$ cat config.mk
export PLATFORM = sky130hd
export DESIGN_NAME = model_scalar_integer_divider_flat
export DESIGN_NICKNAME = d
export VERILOG_FILES = /design/src/rtl/model_scalar_integer_divider_pkg.sv /design/src/rtl/model_scalar_integer_divider_if.sv /design/src/rtl/model_scalar_integer_divider.sv /design/src/flat_wrapper.sv
export SDC_FILE = /design/constraint.sdc
export NUM_CORES = 1
export LEC_CHECK = 0
export ABC_CLOCK_PERIOD_IN_PS = 4100
export CELL_PAD_IN_SITES_DETAIL_PLACEMENT = 0
export CELL_PAD_IN_SITES_GLOBAL_PLACEMENT = 1
export CORE_MARGIN = 2
export CORE_UTILIZATION = 41
export CTS_CLUSTER_SIZE = 10
export DETAILED_ROUTE_END_ITERATION = 10
export PLACE_DENSITY = 0.78
export SLEW_MARGIN = 20
export SYNTH_ARGS = -nofsm -noshare
export SYNTH_HDL_FRONTEND = slang
export SYNTH_SLANG_ARGS = --single-unit
$ cat constraint.sdc
create_clock -name CLK -period 4.1 [get_ports CLK]
set_input_delay 1.23 -clock CLK [delete_from_list [all_inputs] [get_ports CLK]]
set_output_delay 1.23 -clock CLK [all_outputs]
set_load 0.05 [all_outputs]
$ cat src/rtl/model_scalar_integer_divider_pkg.sv
// Shared constants and state encoding for the scalar restoring divider.
package model_scalar_integer_divider_pkg;

  typedef enum logic [1:0] {
    STARTER_STATE = 2'd0,
    COMPUTE_STATE = 2'd1,
    ENDER_STATE   = 2'd2
  } state_t;

  localparam int ZERO_CONTROL = 0;
  localparam int ONE_CONTROL  = 1;
  localparam int ZERO_DATA    = 0;
  localparam int ONE_DATA     = 1;

endpackage

$ cat src/rtl/model_scalar_integer_divider_if.sv
// Request/result bundle between a divider client and the scalar divider.
interface model_scalar_integer_divider_if #(
  parameter int DATA_SIZE = 64
);
  import model_scalar_integer_divider_pkg::*;

  logic                 START;
  logic                 READY;
  logic [DATA_SIZE-1:0] DATA_A_IN;
  logic [DATA_SIZE-1:0] DATA_B_IN;
  logic [DATA_SIZE-1:0] DATA_OUT;
  logic [DATA_SIZE-1:0] REST_OUT;
  logic                 DIV_BY_ZERO_OUT;

  modport master (
    output START, DATA_A_IN, DATA_B_IN,
    input  READY, DATA_OUT, REST_OUT, DIV_BY_ZERO_OUT
  );

  modport slave (
    input  START, DATA_A_IN, DATA_B_IN,
    output READY, DATA_OUT, REST_OUT, DIV_BY_ZERO_OUT
  );

endinterface

$ cat src/rtl/model_scalar_integer_divider.sv
// Sequential unsigned restoring divider: one quotient bit per clock,
// fixed latency regardless of operands (divide-by-zero included).
module model_scalar_integer_divider
  import model_scalar_integer_divider_pkg::*;
#(
  parameter int DATA_SIZE    = 64,
  parameter int CONTROL_SIZE = 64
) (
  input logic CLK,
  input logic RST,
  model_scalar_integer_divider_if.slave bus
);

  state_t state;
  state_t state_next;

  logic [CONTROL_SIZE-1:0] counter;
  logic [DATA_SIZE-1:0]    quotient;
  logic [DATA_SIZE-1:0]    divisor;
  // One extra bit so the shifted partial remainder never overflows the compare.
  logic [DATA_SIZE:0]      remainder;
  logic                    zero_flag;

  logic [DATA_SIZE-1:0]    data_out_r;
  logic [DATA_SIZE-1:0]    rest_out_r;
  logic                    dbz_r;
  logic                    ready_r;

  logic [DATA_SIZE:0]      shifted;
  logic [DATA_SIZE:0]      remainder_next;
  logic [DATA_SIZE-1:0]    quotient_next;
  logic                    last_iteration;

  assign last_iteration = (counter == CONTROL_SIZE'(DATA_SIZE - 1));

  // State register.
  always_ff @(posedge CLK) begin
    if (RST) begin
      state <= STARTER_STATE;
    end else begin
      state <= state_next;
    end
  end

  // Next-state logic; unused encoding falls back to the idle state.
  always_comb begin
    state_next = state;
    case (state)
      STARTER_STATE: if (bus.START) state_next = COMPUTE_STATE;
      COMPUTE_STATE: if (last_iteration) state_next = ENDER_STATE;
      ENDER_STATE:   state_next = STARTER_STATE;
      default:       state_next = STARTER_STATE;
    endcase
  end

  // Single restoring iteration: shift in the next dividend bit, trial subtract.
  always_comb begin
    // The remainder MSB is always zero here, so the shift drops nothing.
    shifted = (remainder << 1) | {{DATA_SIZE{1'b0}}, quotient[DATA_SIZE-1]};
    if (shifted >= {1'b0, divisor}) begin
      remainder_next = shifted - {1'b0, divisor};
      quotient_next  = {quotient[DATA_SIZE-2:0], 1'b1};
    end else begin
      remainder_next = shifted;
      quotient_next  = {quotient[DATA_SIZE-2:0], 1'b0};
    end
  end

  // Datapath, iteration counter and registered results.
  always_ff @(posedge CLK) begin
    if (RST) begin
      counter    <= CONTROL_SIZE'(ZERO_CONTROL);
      quotient   <= DATA_SIZE'(ZERO_DATA);
      divisor    <= DATA_SIZE'(ZERO_DATA);
      remainder  <= (DATA_SIZE + 1)'(ZERO_DATA);
      zero_flag  <= 1'b0;
      data_out_r <= DATA_SIZE'(ZERO_DATA);
      rest_out_r <= DATA_SIZE'(ZERO_DATA);
      dbz_r      <= 1'b0;
      ready_r    <= 1'b0;
    end else begin
      case (state)
        STARTER_STATE: begin
          ready_r <= 1'b0;
          if (bus.START) begin
            quotient  <= bus.DATA_A_IN;
            divisor   <= bus.DATA_B_IN;
            remainder <= (DATA_SIZE + 1)'(ZERO_DATA);
            counter   <= CONTROL_SIZE'(ZERO_CONTROL);
            zero_flag <= (bus.DATA_B_IN == DATA_SIZE'(ZERO_DATA));
          end
        end
        COMPUTE_STATE: begin
          quotient  <= quotient_next;
          remainder <= remainder_next;
          counter   <= counter + CONTROL_SIZE'(ONE_CONTROL);
        end
        ENDER_STATE: begin
          data_out_r <= quotient;
          rest_out_r <= remainder[DATA_SIZE-1:0];
          dbz_r      <= zero_flag;
          ready_r    <= 1'b1;
        end
        default: begin
          ready_r <= 1'b0;
        end
      endcase
    end
  end

  assign bus.READY           = ready_r;
  assign bus.DATA_OUT        = data_out_r;
  assign bus.REST_OUT        = rest_out_r;
  assign bus.DIV_BY_ZERO_OUT = dbz_r;

endmodule

$ cat src/flat_wrapper.sv
// flat-port wrapper written by rule: the top's interface ports become plain ports
module model_scalar_integer_divider_flat import model_scalar_integer_divider_pkg::*;
#(
  parameter int DATA_SIZE    = 64,
  parameter int CONTROL_SIZE = 64
)
  (CLK, RST, bus_START, bus_DATA_A_IN, bus_DATA_B_IN, bus_READY, bus_DATA_OUT, bus_REST_OUT, bus_DIV_BY_ZERO_OUT);
  model_scalar_integer_divider_if #(.DATA_SIZE(DATA_SIZE)) bus_i ();
  input logic CLK;
  input logic RST;
  input wire logic [$bits(bus_i.START)-1:0] bus_START;
  input wire logic [$bits(bus_i.DATA_A_IN)-1:0] bus_DATA_A_IN;
  input wire logic [$bits(bus_i.DATA_B_IN)-1:0] bus_DATA_B_IN;
  output wire logic [$bits(bus_i.READY)-1:0] bus_READY;
  output wire logic [$bits(bus_i.DATA_OUT)-1:0] bus_DATA_OUT;
  output wire logic [$bits(bus_i.REST_OUT)-1:0] bus_REST_OUT;
  output wire logic [$bits(bus_i.DIV_BY_ZERO_OUT)-1:0] bus_DIV_BY_ZERO_OUT;
  assign bus_i.START = bus_START;
  assign bus_i.DATA_A_IN = bus_DATA_A_IN;
  assign bus_i.DATA_B_IN = bus_DATA_B_IN;
  assign bus_READY = bus_i.READY;
  assign bus_DATA_OUT = bus_i.DATA_OUT;
  assign bus_REST_OUT = bus_i.REST_OUT;
  assign bus_DIV_BY_ZERO_OUT = bus_i.DIV_BY_ZERO_OUT;
  model_scalar_integer_divider #(.DATA_SIZE(DATA_SIZE), .CONTROL_SIZE(CONTROL_SIZE)) u_core (.CLK(CLK), .RST(RST), .bus(bus_i));
endmodule
==> key figures, run 1 <==
CTS
  • Post-cts resize count: 0
  • Post-CTS Setup Bufs: 0
  • CTS Hold Bufs: 0
  • Num CTS Buffers: 46
  • CTS tree: yes
  • Clk_lat worst skew: 0.60 ns
  • Clock sinks: 389
  • CTS H-tree depth: 2
  • Longest Clk Path Bufs: 3
  • Worst-path clk slew: 0.06 ns
  • CTS root buf: clkbuf_16

Place
  • GP Congestion: 0.8770
  • Placement Cell Area: 0.02224 mm^2
  • Hpwl dp: 41750 um
  • Pre-CTS WS: 0.4017 ns
  • PortBufs: 260

Synth
  • Post-synthesis sequential area ratio: 40.65%
  • Avg Cell Area, Syn: 7.495 um^2
  • Post-synthesis simple-gate area fraction: 26.69%
  • Most frequent cell after synthesis: nand2_1
  • FFs w/ async S/R, synth: 0%
  • Mux contribution to synthesized area: 1.567%
  • Adder-Cell Fraction of Synth Area: 4.350%
  • Largest family of logic cells by synthesized area: simple AND/OR/NAND/NOR gates
  • Area fraction in compound gates after synthesis: 19.11%
  • Total number of yosys warnings: 0
  • Largest cells by area after synthesis: dfxtp_1, nand2_1, a21oi_1, nor2_1, ha_1
  • Cell variety after synth: 87
  • Top-area cell type share of the netlist area: 40.65%
  • Area leader, netlist: dfxtp_1
  • Synthesized area: 0.01916 mm^2
  • Top cells by count, synth: nand2_1, dfxtp_1, a21oi_1
  • Yosys reg bits: 389
  • Top FF cell, synth: dfxtp_1
  • Post-Synth XOR/XNOR Area: 2.606%
  • Mapped Nets: 2753
  • Post-synth EDFFs: 0
  • Cells after Synth: 2556

Floorplan
  • I/O pin cnt: 261
  • Die Footprint: 0.04847 mm^2
  • Core ar.: 0.04636 mm^2
  • Die Wd: 220.2 um
  • Site Rows: 79
  • Initial Utilization: 41.33%
  • Chip height: 220.2 um

Outcome
  • Status: finished clean

Cells and area
  • Fin area: 0.02359 mm^2
  • Final design utilization: 50.89%
  • Share of cells above drive strength 1: 4.758%
  • Layout area overhead: 23.15%
  • Multi-input logic area: 0.01044 mm^2
  • Final nets: 2936
  • Register area: 0.007787 mm^2
  • Fill cells: 4611

Detailed routing
  • Antenna Nets Post-Route: 0
  • DRT Wirelength: 59280 um
  • First DRT Iteration DRCs: 1158
  • Via count: 18399
  • First drt pass iteration count: 5
  • Vias/cell: 5.469
  • Per-cell routed wire length: 17.62 um
  • Post-route DRC: 0

GRT
  • First-pass GRT wire length: 92940 um
  • Vias in the first global route: 17322
  • GRT Overall Usage: 23.83%
  • Overflow after GRT: 0
  • Largest net degree at the start of global routing: 136
  • Initial antenna violation count: 4

Run
  • Max-cap violation count: 0

STA
  • Final Hold Fails: 0
  • FMAX: 269.5 MHz
  • Final setup viols: 0
  • Minimum clock period after layout: 3.711 ns
  • Final Max Tran Viols: 0
  • Final period util: 90.52%
  • Clk_skew: 0.01708 ns
  • Slew HR: 36.83%
  • RSZ-0062 raised after global routing: no
  • Slew @ Worst Pin: 0.9455 ns
  • Final WS setup: 0.3888 ns
  • Setup TNS Final: 0 ns

Setup path
  • Crit path capture type: register
  • Req. time, crit path: 4.63 ns
  • CP Class: register to register
  • CP arrival: 4.24 ns
  • Setup crit start kind: register
  • Reg2Reg Setup Slack: 0.39 ns
  • Worst-path fanout max: 4

Worst hold path
  • Worst hold path class: register to register

Pwr
  • Power consumption: 11970 uW
  • Pleak: 0.008817 uW
  • Peak VDD IR: 0.3044 mV
  • PD cells: 507.5 mW/mm^2
[cell type report]
type / count / area share, %
Clock buffer: 57 / 5.181
Clock inverter: 5 / 0.5303
Inverter: 90 / 1.432
Timing Repair Buffer: 292 / 12.33
Antenna cell: 4 / 0.04242
Multi-Input combinational cell: 1920 / 44.25
Sequential cell: 389 / 33.01
Tap cell: 607 / 3.219
[final timing paths]
check	startpoint	endpoint	cells past startpoint
hold reg to reg	u_core.bus.REST_OUT[12]	u_core.bus.REST_OUT[12]	2
hold / removal	u_core.bus.REST_OUT[12]	u_core.bus.REST_OUT[12]	2
setup reg to reg	u_core.quotient[63]	u_core.remainder[62]	14
setup / recovery	u_core.quotient[63]	u_core.remainder[62]	14
[report_power, final]
group          switching (uW)  leakage, uW  internal, uW
Clock                    1620     0.000650          2160
Sequential                193      0.00316          3990
Combinational            2350      0.00501          1680
[cells by family (layout without fill, tap and decap cells)]
group | after synthesis | count (layout)
AOI/OAI and AO/OA | 606 | 606
xor gates and xnor gates | 57 | 57
adders and majority gates | 66 | 66
buffers and inverters | 247 | 444
DFF | 389 | 389
muxes | 29 | 29
other | 0 | 4
and+or+nand+nor | 1162 | 1162
[layer usage]
| layer | track usage (%) | wire (um) | vias up | part of all wire, % |
|---|---|---|---|---|
| met4 | 6.353 | 1285 | 6 | 2.2 |
| met5 | 0 | 41 | - | 0.069 |
| met1 | 31.06 | 26660 | 8736 | 45 |
| met3 | 5.553 | 3398 | 84 | 5.7 |
| li1 | - | - | 9171 | - |
| met2 | 39.59 | 27900 | 402 | 47 |
[critical path, cell delays in order, from the launching register on]
cell and delay (ns):
dfxtp_1 0.37, inv_1 0.07, ha_1 0.21, fa_1 0.41, and2b_1 0.24, o31ai_2 0.10, a221oi_2 0.37, a41o_1 0.36
a221o_2 0.29, a21oi_4 0.10, nor4_4 0.29, o21a_2 0.22, nor2_4 0.05, or4_1 0.48, o211ai_1 0.11
[layout by cell type (no fill, tap or decap), types with 6 or more instances in the layout]
cell / Yosys / final
o21a_1: 24 / 24
or3_1: 8 / 8
or2_2: 8 / 8
a21oi_1: 330 / 330
a21o_1: 22 / 22
xnor2_1: 37 / 37
o21bai_1: 19 / 19
and3_1: 16 / 16
nand3_1: 71 / 71
clkbuf_16: 0 / 46
clkbuf_1: 131 / 8
nor2b_1: 11 / 10
nand2b_1: 10 / 8
mux2i_1: 21 / 21
xor2_1: 20 / 20
nor2_1: 304 / 302
inv_1: 90 / 90
o21ai_1: 40 / 40
a211oi_1: 6 / 6
o211ai_1: 9 / 9
nor4_1: 98 / 98
nor3_1: 19 / 19
a22oi_1: 38 / 38
nand2_1: 541 / 539
o31ai_1: 13 / 13
o21ai_0: 46 / 46
nand4_1: 45 / 45
ha_1: 65 / 65
clkdlybuf4s50_1: 0 / 259
buf_4: 2 / 27
dfxtp_1: 389 / 389
[stage by stage]
stage / std cells / hold slack, ns
finish: 3364 / 0.4520
global route: 3361 / 0.4689
CTS: 3360 / 0.4540
detailed placement: 3298 / 0.4461
global placement: 3298 / 0.4418
floorplan: 2556 / 0.4249
[flip-flops by register name, summed over array words and instances, names as in the netlist]
signal,flops
u_core.bus.DATA_OUT,64
u_core.quotient,64
u_core.bus.REST_OUT,64
u_core.bus.DIV_BY_ZERO_OUT,1
u_core.divisor,64
u_core.bus.READY,1
u_core.remainder,64
u_core.state,2
u_core.zero_flag,1
u_core.counter,64
No activity file was read; power rests on OpenSTA's default activity.
==> run 2: changes to the inputs <==
--- a/config.mk
+++ b/config.mk
@@ -5,14 +5,15 @@
 export SDC_FILE = /design/constraint.sdc
 export NUM_CORES = 1
 export LEC_CHECK = 0
-export ABC_CLOCK_PERIOD_IN_PS = 4100
+export ABC_CLOCK_PERIOD_IN_PS = 4500
+export CAP_MARGIN = 20
 export CELL_PAD_IN_SITES_DETAIL_PLACEMENT = 0
 export CELL_PAD_IN_SITES_GLOBAL_PLACEMENT = 1
 export CORE_MARGIN = 2
-export CORE_UTILIZATION = 41
+export CORE_UTILIZATION = 44
 export CTS_CLUSTER_SIZE = 10
 export DETAILED_ROUTE_END_ITERATION = 10
-export PLACE_DENSITY = 0.78
+export PLACE_DENSITY = 0.83
 export SLEW_MARGIN = 20
 export SYNTH_ARGS = -nofsm -noshare
 export SYNTH_HDL_FRONTEND = slang
==> constraint.sdc (replaced) <==
create_clock -name CLK -period 4.5 [get_ports CLK]
set_input_delay 1.35 -clock CLK [delete_from_list [all_inputs] [get_ports CLK]]
set_output_delay 1.35 -clock CLK [all_outputs]
set_load 0.05 [all_outputs]
==> key figures, run 2 (synthesis results as in run 1) <==
GRT
  • Overflow after GRT: 0 (unchanged)
  • Largest net degree at the start of global routing: 160 (+18%)
  • GRT Overall Usage: 25.26% (+1.4 points)
  • Vias in the first global route: 17370 (+0.28%)
  • Initial antenna violation count: 2 (-2)
  • First-pass GRT wire length: 92160 um (-0.84%)

Pwr
  • Clk network pwr share: 31.3% (-0.2 points)
  • Power consumption: 10820 uW (-9.6%)
  • Net Sw Frac: 34.78% (+0.062 points)
  • Pint: 7060 uW (-9.7%)
  • Pleak: 0.008758 uW (-0.67%)
  • PD cells: 461.9 mW/mm^2 (-9.0%)
  • Combinational group share of total power: 33.5% (about the same)
  • Switching pwr: 3765 uW (-9.4%)
  • Sequential power share: 35.2% (+0.3 points)
  • Peak VDD IR: 0.2782 mV (-8.6%)

STA
  • Final Max Tran Viols: 0 (unchanged)
  • Final Hold Fails: 0 (unchanged)
  • Final period util: 82.70% (-7.8 points)
  • Slew HR: 40.25% (+3.4 points)
  • Slew @ Worst Pin: 0.8963 ns (-0.04922 ns)
  • FMAX: 268.7 MHz (-0.28%)
  • Setup TNS Final: 0 ns (unchanged)
  • Final setup viols: 0 (unchanged)
  • Minimum clock period after layout: 3.722 ns (+0.01036 ns)
  • Clk_skew: 0.03416 ns (+0.01708 ns)
  • Final WS setup: 0.7784 ns (+0.3896 ns)
  • RSZ-0062 raised after global routing: no

Cells and area
  • Fill cells: 4239 (-8.1%)
  • Final design utilization: 54.52% (+3.6 points)
  • Register area: 0.007787 mm^2 (unchanged)
  • Commonest non-fill, non-tap cell in the layout: nand2_1
  • Final nets: 2929 (-0.24%)
  • Share of cells above drive strength 1: 4.517% (-0.24 points)
  • Layout area overhead: 22.32%
  • Most frequent cells in the layout: nand2_1, dfxtp_1, a21oi_1
  • Multi-input logic area: 0.01045 mm^2 (about the same)

Floorplan
  • Chip height: 212.7 um (-3.4%)
  • Site Rows: 76 (-3.8%)
  • Die Footprint: 0.04523 mm^2 (-6.7%)
  • I/O pin cnt: 261 (unchanged)
  • Die Wd: 212.7 um (-3.4%)
  • Core ar.: 0.04298 mm^2 (-7.3%)
  • Initial Utilization: 44.57% (+3.2 points)

CTS
  • CTS H-tree depth: 2 (unchanged)
  • Num CTS Buffers: 46 (unchanged)
  • CTS Hold Bufs: 0 (unchanged)
  • Longest Clk Path Bufs: 3 (unchanged)
  • Clk_lat worst skew: 0.60 ns (about the same)
  • Post-CTS Setup Bufs: 0 (unchanged)
  • CTS root buf: clkbuf_16
  • CTS tree: yes
  • Post-cts resize count: 0 (unchanged)
  • Worst-path clk slew: 0.06 ns (about the same)
  • Clock sinks: 389 (unchanged)

Setup path
  • CP Class: register to register
  • Worst-path fanout max: 4 (unchanged)
  • Crit path capture type: register
  • CP arrival: 4.23 ns (about the same)
  • Setup crit start kind: register
  • Worst R2R Path Depth: 14 (unchanged)
  • Req. time, crit path: 5.01 ns (+0.38 ns)

Detailed routing
  • Post-route DRC: 0 (unchanged)
  • First drt pass iteration count: 5 (unchanged)
  • Vias/cell: 5.508 (+0.71%)
  • First DRT Iteration DRCs: 1337 (+15%)
  • Per-cell routed wire length: 17.60 um (-0.11%)
  • Antenna Nets Post-Route: 0 (unchanged)
  • Via count: 18358 (-0.22%)
  • DRT Wirelength: 58670 um (-1.0%)

Run
  • Max-cap violation count: 0 (unchanged)

Place
  • PortBufs: 260 (unchanged)
  • GP Congestion: 0.9060 (+3.3%)
  • Hpwl dp: 40700 um (-2.5%)
  • Pre-CTS WS: 0.8100 ns (+0.4083 ns)

Worst hold path
  • Worst hold path class: register to register
  • Worst Hold Depth: 2 (unchanged)

Outcome
  • Status: finished clean
run 2: layout make-up:
type                            instances  area share [%]
Clock buffer                           55           5.141
Inverter                               90           1.442
Sequential cell                       389           33.23
Timing Repair Buffer                  285           12.03
Multi-Input combinational cell       1920           44.58
Clock inverter                          6          0.4218
Tap cell                              585           3.123
Antenna cell                            3         0.03203
run 2: power by group through the flow:
stage / clock network, uW / logic, uW / registers (uW)
finish: 3390 / 3620 / 3810
global route: 3590 / 3980 / 3830
CTS: 3470 / 3600 / 3800
global placement: 0 / 3570 / 3870
detailed placement: 0 / 3580 / 3880
floorplan: 0 / 2730 / 3820
run 2: per-stage QoR:
stage / hold slack, ns / std cells / area, um^2
finish: 0.4500 / 3333 / 23440
global placement: 0.4410 / 3269 / 22120
floorplan: 0.4249 / 2556 / 19160
global route: 0.4665 / 3331 / 23430
CTS: 0.4536 / 3330 / 23420
detailed placement: 0.4459 / 3269 / 22120
run 2: path summary, 6_finish.rpt:
check | start | endpoint | slack, ns
worst max-delay path | u_core.quotient[63] | u_core.remainder[56] | 0.78
worst min-delay path | u_core.bus.REST_OUT[15] | u_core.bus.REST_OUT[15] | 0.45
worst max register to register | u_core.quotient[63] | u_core.remainder[56] | 0.78
worst min register to register | u_core.bus.REST_OUT[15] | u_core.bus.REST_OUT[15] | 0.45
run 2: worst max-delay path, cell delays in order, from the launching register on:
cell	delay [ns]
dfxtp_1	0.37
inv_1	0.06
ha_1	0.20
fa_1	0.40
and2b_1	0.24
o31ai_2	0.10
a221oi_2	0.35
a41o_1	0.35
a21boi_1	0.21
o31ai_2	0.43
a21oi_1	0.21
o21a_1	0.24
o31a_1	0.25
xor2_1	0.14
o21ai_1	0.11
run 2: per-layer routing:
layer  share of wire (%)  GRT usage, %  routed length, um  vias up
met4                 2.3         7.041               1351        0
li1                    -             -                  -     9143
met5                   0             0                  0        -
met3                 6.3         5.295               3677       89
met2                  47         42.21              27520      448
met1                  45         32.98              26120     8678
